<file path="config.mk">
export PLATFORM = sky130hd
export DESIGN_NAME = jtag_stream_bridge
export DESIGN_NICKNAME = d
export VERILOG_FILES = /design/src/rtl/jtag_stream_bridge.sv
export SDC_FILE = /design/constraint.sdc
export NUM_CORES = 1
export LEC_CHECK = 0
export BUFFER_PORTS_ARGS = -buffer_cell sky130_fd_sc_hd__buf_2
export CAP_MARGIN = 20
export CORE_MARGIN = 2
export CORE_UTILIZATION = 55
export DETAILED_ROUTE_END_ITERATION = 16
export PLACE_DENSITY = 0.87
export REMOVE_ABC_BUFFERS = 1
export SYNTH_ARGS = -nofsm -noshare
export SYNTH_HDL_FRONTEND = slang
export SYNTH_SLANG_ARGS = --single-unit
</file>
<file path="constraint.sdc">
create_clock -name tck -period 6.36 [get_ports tck]
set_clock_uncertainty 0.05 [all_clocks]
set_input_delay 1.272 -clock tck [delete_from_list [all_inputs] [get_ports tck]]
set_output_delay 1.272 -clock tck [all_outputs]
set_load 0.005 [all_outputs]
</file>
<file path="src/rtl/jtag_stream_bridge.sv">
// jtag_stream_bridge
//   Frames each user-chain DR scan as a DATA_WIDTH-bit payload plus a valid
//   flag (MSB of the DR). Host words that arrive in a correctly sized scan
//   with the flag set are emitted as a one-cycle rx_valid strobe. Fabric
//   results are queued in a DEPTH-entry FIFO and returned on later scans.
//   The FIFO head is popped only when the scan that carried it ends with
//   exactly DR_LEN shift cycles.
//
//   Optional build macro: JTAG_STREAM_BRIDGE_LOOPBACK_EN
//     When defined, every accepted host word is pushed back into the TX
//     FIFO, and the external tx_valid/tx_data inputs are ignored.
//
// Ports
//   tck, test_logic_reset     clock / async active-high reset
//   ir_is_user                qualifies capture_dr, shift_dr, update_dr
//   tdi, tdo                  serial in / registered serial out (sr[0])
//   rx_valid, rx_data         accepted host word (strobe / held data)
//   tx_valid, tx_data         result word offer from fabric
//   tx_ready, tx_level        FIFO not full / FIFO occupancy
module jtag_stream_bridge #(
  parameter int DATA_WIDTH = 8,
  parameter int DEPTH      = 4
) (
  input  logic                       tck,
  input  logic                       test_logic_reset,
  input  logic                       ir_is_user,
  input  logic                       capture_dr,
  input  logic                       shift_dr,
  input  logic                       update_dr,
  input  logic                       tdi,
  output logic                       tdo,
  output logic                       rx_valid,
  output logic [DATA_WIDTH-1:0]      rx_data,
  input  logic                       tx_valid,
  input  logic [DATA_WIDTH-1:0]      tx_data,
  output logic                       tx_ready,
  output logic [$clog2(DEPTH):0]     tx_level
);

  localparam int DR_LEN = DATA_WIDTH + 1;
  localparam int PTR_W  = $clog2(DEPTH);
  localparam int CNT_W  = PTR_W + 1;
  localparam int BC_W   = $clog2(DR_LEN + 2);
  localparam logic [BC_W-1:0]  BC_GOOD = BC_W'(DR_LEN);
  localparam logic [BC_W-1:0]  BC_MAX  = BC_W'(DR_LEN + 1);
  localparam logic [CNT_W-1:0] CNT_FULL = CNT_W'(DEPTH);

  logic [DR_LEN-1:0]     sr;
  logic [BC_W-1:0]       bitcnt;
  logic                  tx_pending;
  logic [DATA_WIDTH-1:0] mem [DEPTH];
  logic [PTR_W-1:0]      rd_ptr, wr_ptr;
  logic [CNT_W-1:0]      count;

  logic                  cap, shf, upd, frame_good;
  logic                  rx_fire, pop, push, full, nonempty;
  logic [DATA_WIDTH-1:0] head, wdata;

  // TAP strobes are treated as mutually exclusive; capture wins, then shift.
  assign cap        = ir_is_user & capture_dr;
  assign shf        = ir_is_user & shift_dr & ~capture_dr;
  assign upd        = ir_is_user & update_dr & ~capture_dr & ~shift_dr;
  assign frame_good = upd & (bitcnt == BC_GOOD);

  assign full     = (count == CNT_FULL);
  assign nonempty = (count != '0);
  assign head     = mem[rd_ptr];

  // Gating with rx_valid keeps the strobe from repeating if update_dr is
  // ever held for more than one cycle.
  assign rx_fire = frame_good & sr[DATA_WIDTH] & ~rx_valid;
  assign pop     = frame_good & tx_pending;

`ifdef JTAG_STREAM_BRIDGE_LOOPBACK_EN
  logic unused_tx_inputs;
  assign unused_tx_inputs = ^{tx_valid, tx_data};
  assign push     = rx_fire & ~full;
  assign wdata    = sr[DATA_WIDTH-1:0];
  assign tx_ready = 1'b0;
`else
  assign push     = tx_valid & ~full;
  assign wdata    = tx_data;
  assign tx_ready = ~full;
`endif

  assign tx_level = count;
  assign tdo      = sr[0];

  // Scan framing and host-word acceptance
  always_ff @(posedge tck or posedge test_logic_reset) begin
    if (test_logic_reset) begin
      sr         <= '0;
      bitcnt     <= '0;
      tx_pending <= 1'b0;
      rx_valid   <= 1'b0;
      rx_data    <= '0;
    end else begin
      rx_valid <= rx_fire;
      if (rx_fire) rx_data <= sr[DATA_WIDTH-1:0];
      if (cap) begin
        sr         <= nonempty ? {1'b1, head} : '0;
        tx_pending <= nonempty;
        bitcnt     <= '0;
      end else if (shf) begin
        sr <= {tdi, sr[DR_LEN-1:1]};
        if (bitcnt != BC_MAX) bitcnt <= bitcnt + BC_W'(1);
      end else if (upd) begin
        tx_pending <= 1'b0;
      end
    end
  end

  // TX FIFO pointers and occupancy
  always_ff @(posedge tck or posedge test_logic_reset) begin
    if (test_logic_reset) begin
      rd_ptr <= '0;
      wr_ptr <= '0;
      count  <= '0;
    end else begin
      if (push) wr_ptr <= wr_ptr + PTR_W'(1);
      if (pop)  rd_ptr <= rd_ptr + PTR_W'(1);
      case ({push, pop})
        2'b10:   count <= count + CNT_W'(1);
        2'b01:   count <= count - CNT_W'(1);
        default: count <= count;
      endcase
    end
  end

  // Storage is not reset; stale entries are unreachable once pointers clear.
  always_ff @(posedge tck) begin
    if (push) mem[wr_ptr] <= wdata;
  end

endmodule
</file>
==> impl_metrics.py <==
metrics = {
    "job": {
        "drv_cap": 0,
    },
    "route": {
        "drt_pass1_iterations": 4,
        "routedWlPerCell_um": 14.9,
        "routed_via_density": 5.28,
        "wirelength_mm": 4.38,
        "vias": 1548,
        "drt-initial-drc-count": 139,
        "drc_errors": 0,
        "ant_nets": 0,
    },
    "status": {
        "status": "finished, final reports clean",
    },
    "global_route": {
        "grt_use_met3_pct": 3.93,
        "grtUsageTotal_pct": 18.5,
        "grt_use_met2_pct": 29.2,
        "grt.busiest_layer": "met2",
        "grt_antenna_before_repair": 0,
        "grt_overflow": 0,
        "grt_pass1_wl_mm": 7.45,
        "grt_pass1_vias": 1586,
        "grt.met1_usage_pct": 24.4,
        "grt_max_degree": 29,
    },
    "setup_path": {
        "r2r_start": "bitcnt[1]",
        "critPathMaxFanout": 5,
        "required_ns": 6.55,
        "worst_ep_arrival_time_ns": 3.11,
        "crit_chain": "buf_2 > nand2b_1 > nor3_1 > ha_1 > inv_1 > fa_1 > xor2_1 > nor2_1 > xor2_1",
        "r2r_cells": 10,
        "r2r_setup_slack_ns": 3.93,
        "critPathMaxStageDelay_ns": 0.37,
        "crit_path_frequent_cell": "xor2_1",
        "worstSetupPathType": "input port to register",
        "critical_path.endpoint_type": "register",
        "r2r_end": "tx_level[2]",
        "slowest_stage": "nor3_1",
        "worstSetupStartpointType": "input port",
    },
    "sta": {
        "clock.fmax_ghz": 0.342,
        "tightest_slew_ns": 0.724,
        "fin_crit_sh_pct": 46.0,
        "rsz0062_at_grt": "false",
        "min_period_ns": 2.92,
        "whs_ns": 0.448,
        "tns_ns": 0,
        "timing.max_slew.rel_slack_pct": 51.7,
        "setup_viol": 0,
        "final_max_slew_viol_count": 0,
        "hold_viol_final": 0,
    },
    "finish": {
        "fillers": 339,
        "drive_above_1_share_pct": 30.5,
        "fin_area_um2": 3080,
        "syn2layout_area_growth_pct": 14.0,
        "layout.nets": 246,
        "diodes": 0,
    },
    "floorplanning": {
        "io_pins": 30,
        "rows": 25,
        "start_util_pct": 57.2,
        "die_h_um": 74.1,
        "fp.dieArea_um2": 5490,
        "design.core.area_um2": 4720,
        "die-width_um": 74.1,
    },
    "worst_hold_path": {
        "min_from": "tx_pending",
        "hp-class": "register to register",
        "worstHoldEndpoint": "tx_pending",
        "hold_path_depth": 1,
    },
    "synthesis": {
        "async_flop_share_pct": 48.4,
        "seq_area_frac_synth_pct": 63.3,
        "ys_ff_latch": 62,
        "synth_cells": 186,
        "syn_avg_cell_area_um2": 14.5,
        "ys.flop_type": "edfxtp_1",
        "yosysWarnings": 0,
        "synth_cell_type_count": 43,
        "synth_area_um2": 2700,
        "synth-edff-count": 32,
    },
    "cts": {
        "cts_setup_buffers": 0,
        "htreeDepth": 3,
        "clkSinkCount": 62,
        "cts_resized": 0,
        "clk_pin_slew_ns": 0.07,
        "cts_tree": "yes",
        "hold_buffers": 0,
        "cts_buffers": 9,
        "cts_buffer_depth": 2,
        "clk-insertion-delay-late_ns": 0.32,
        "root_buffer": "clkbuf_8",
    },
    "placed_design": {
        "dp_hpwl_mm": 3.11,
        "gp_congestion": 0.922,
        "io_buffers": 29,
        "post_dp_cell_area_um2": 2910,
    },
    "pwr": {
        "ir_drop_uv": 170,
        "power_density_nw_per_um2": 335,
        "power_uw": 1030,
        "p_leak_uw": 0.00131,
    },
}
[critical path: cells and delay by family]
family / cells / cell delay [ns]
buffers and inverters: 2 / 0.18
xor gates and xnor gates: 2 / 0.33
and+or+nand+nor: 3 / 0.69
adders and majority gates: 2 / 0.63
[routing by layer]
metal	wire [um]	part of all wire, %	up-vias
met3	145	3.3	6
met2	2200	50	39
met1	1950	45	754
met4	80	1.8	0
met5	0	0	-
li1	-	-	749
[cell type report]
cell class / count / area (um^2) / area share, %
well taps: 67 / 83.8 / 2.72
flip-flops and latches: 62 / 1710 / 55.6
clock buffers: 9 / 124 / 4.02
clock inverters: 7 / 50.0 / 1.62
inverters: 19 / 71.3 / 2.32
multi-input cells: 99 / 887 / 28.8
repair buffers: 30 / 153 / 4.96
[flip-flops by register name (all words and copies together) (netlist names)]
signal / count
tx_pending: 1
rd_ptr: 2
wr_ptr: 2
rx_valid: 1
sr: 9
mem: 32
rx_data: 8
tx_level: 3
bitcnt: 4
[through the flow]
step                      util (%)  worst slack, ns  instances
after floorplan                  -             3.48        180
after global placement        61.5             3.25        277
after detailed placement      61.5             3.08        277
after CTS                     65.2             3.42        293
after global routing          65.2             3.31        293
final                         65.2             3.44        293
[cells by family after synthesis]
family          count (synthesis)  synth area share, %
compound gates                 27                 6.48
fa+ha+maj                       9                 4.44
flops                          62                 63.3
mux                            19                 11.2
buf+inv                        25                 3.84
xor+xnor                        6                 1.94
simple gates                   38                 8.75
[report_power, final]
part | switching (uW) | internal, uW | total, uW
combinational | 99.2 | 83.4 | 183
clock | 152 | 141 | 293
sequential | 49.8 | 506 | 556
[worst max path at each step]
stage              from          end  slack, ns
2_1_floorplan  shift_dr  tx_level[2]       3.48
3_3_place_gp   shift_dr  tx_level[2]       3.25
3_5_place_dp   shift_dr  tx_level[2]       3.08
4_1_cts        shift_dr  tx_level[2]       3.42
5_1_grt        shift_dr  tx_level[2]       3.31
6_report       shift_dr  tx_level[2]       3.44
[synth_stat cells, drive strengths merged (3+ instances only)]
library cell  count  area, um^2
a21oi             9        45.0
and3              4        25.0
buf               3        20.0
clkbuf            3        12.5
dfrtp            30         751
edfxtp           32         961
ha                8         100
inv              19        71.3
mux2             10         113
mux4              8         180
nand2             5        18.8
nand2b            3        26.3
nor2             11        41.3
o21ai             3        15.0
o22ai             8        50.1
xnor2             3        26.3
xor2              3        26.3
[placed cells by master, fill, tap and decap left out, types with 4 or more instances in the layout]
cell type and n:
ha_1 8, o22ai_1 8, edfxtp_1 32, clkbuf_8 9, inv_1 19, mux2_2 10, nor2_1 11, mux4_2 8
buf_2 29, nand2_1 5, a21oi_1 9, and3_1 4, dfrtp_1 30
Power figures use the tool's default switching activity.
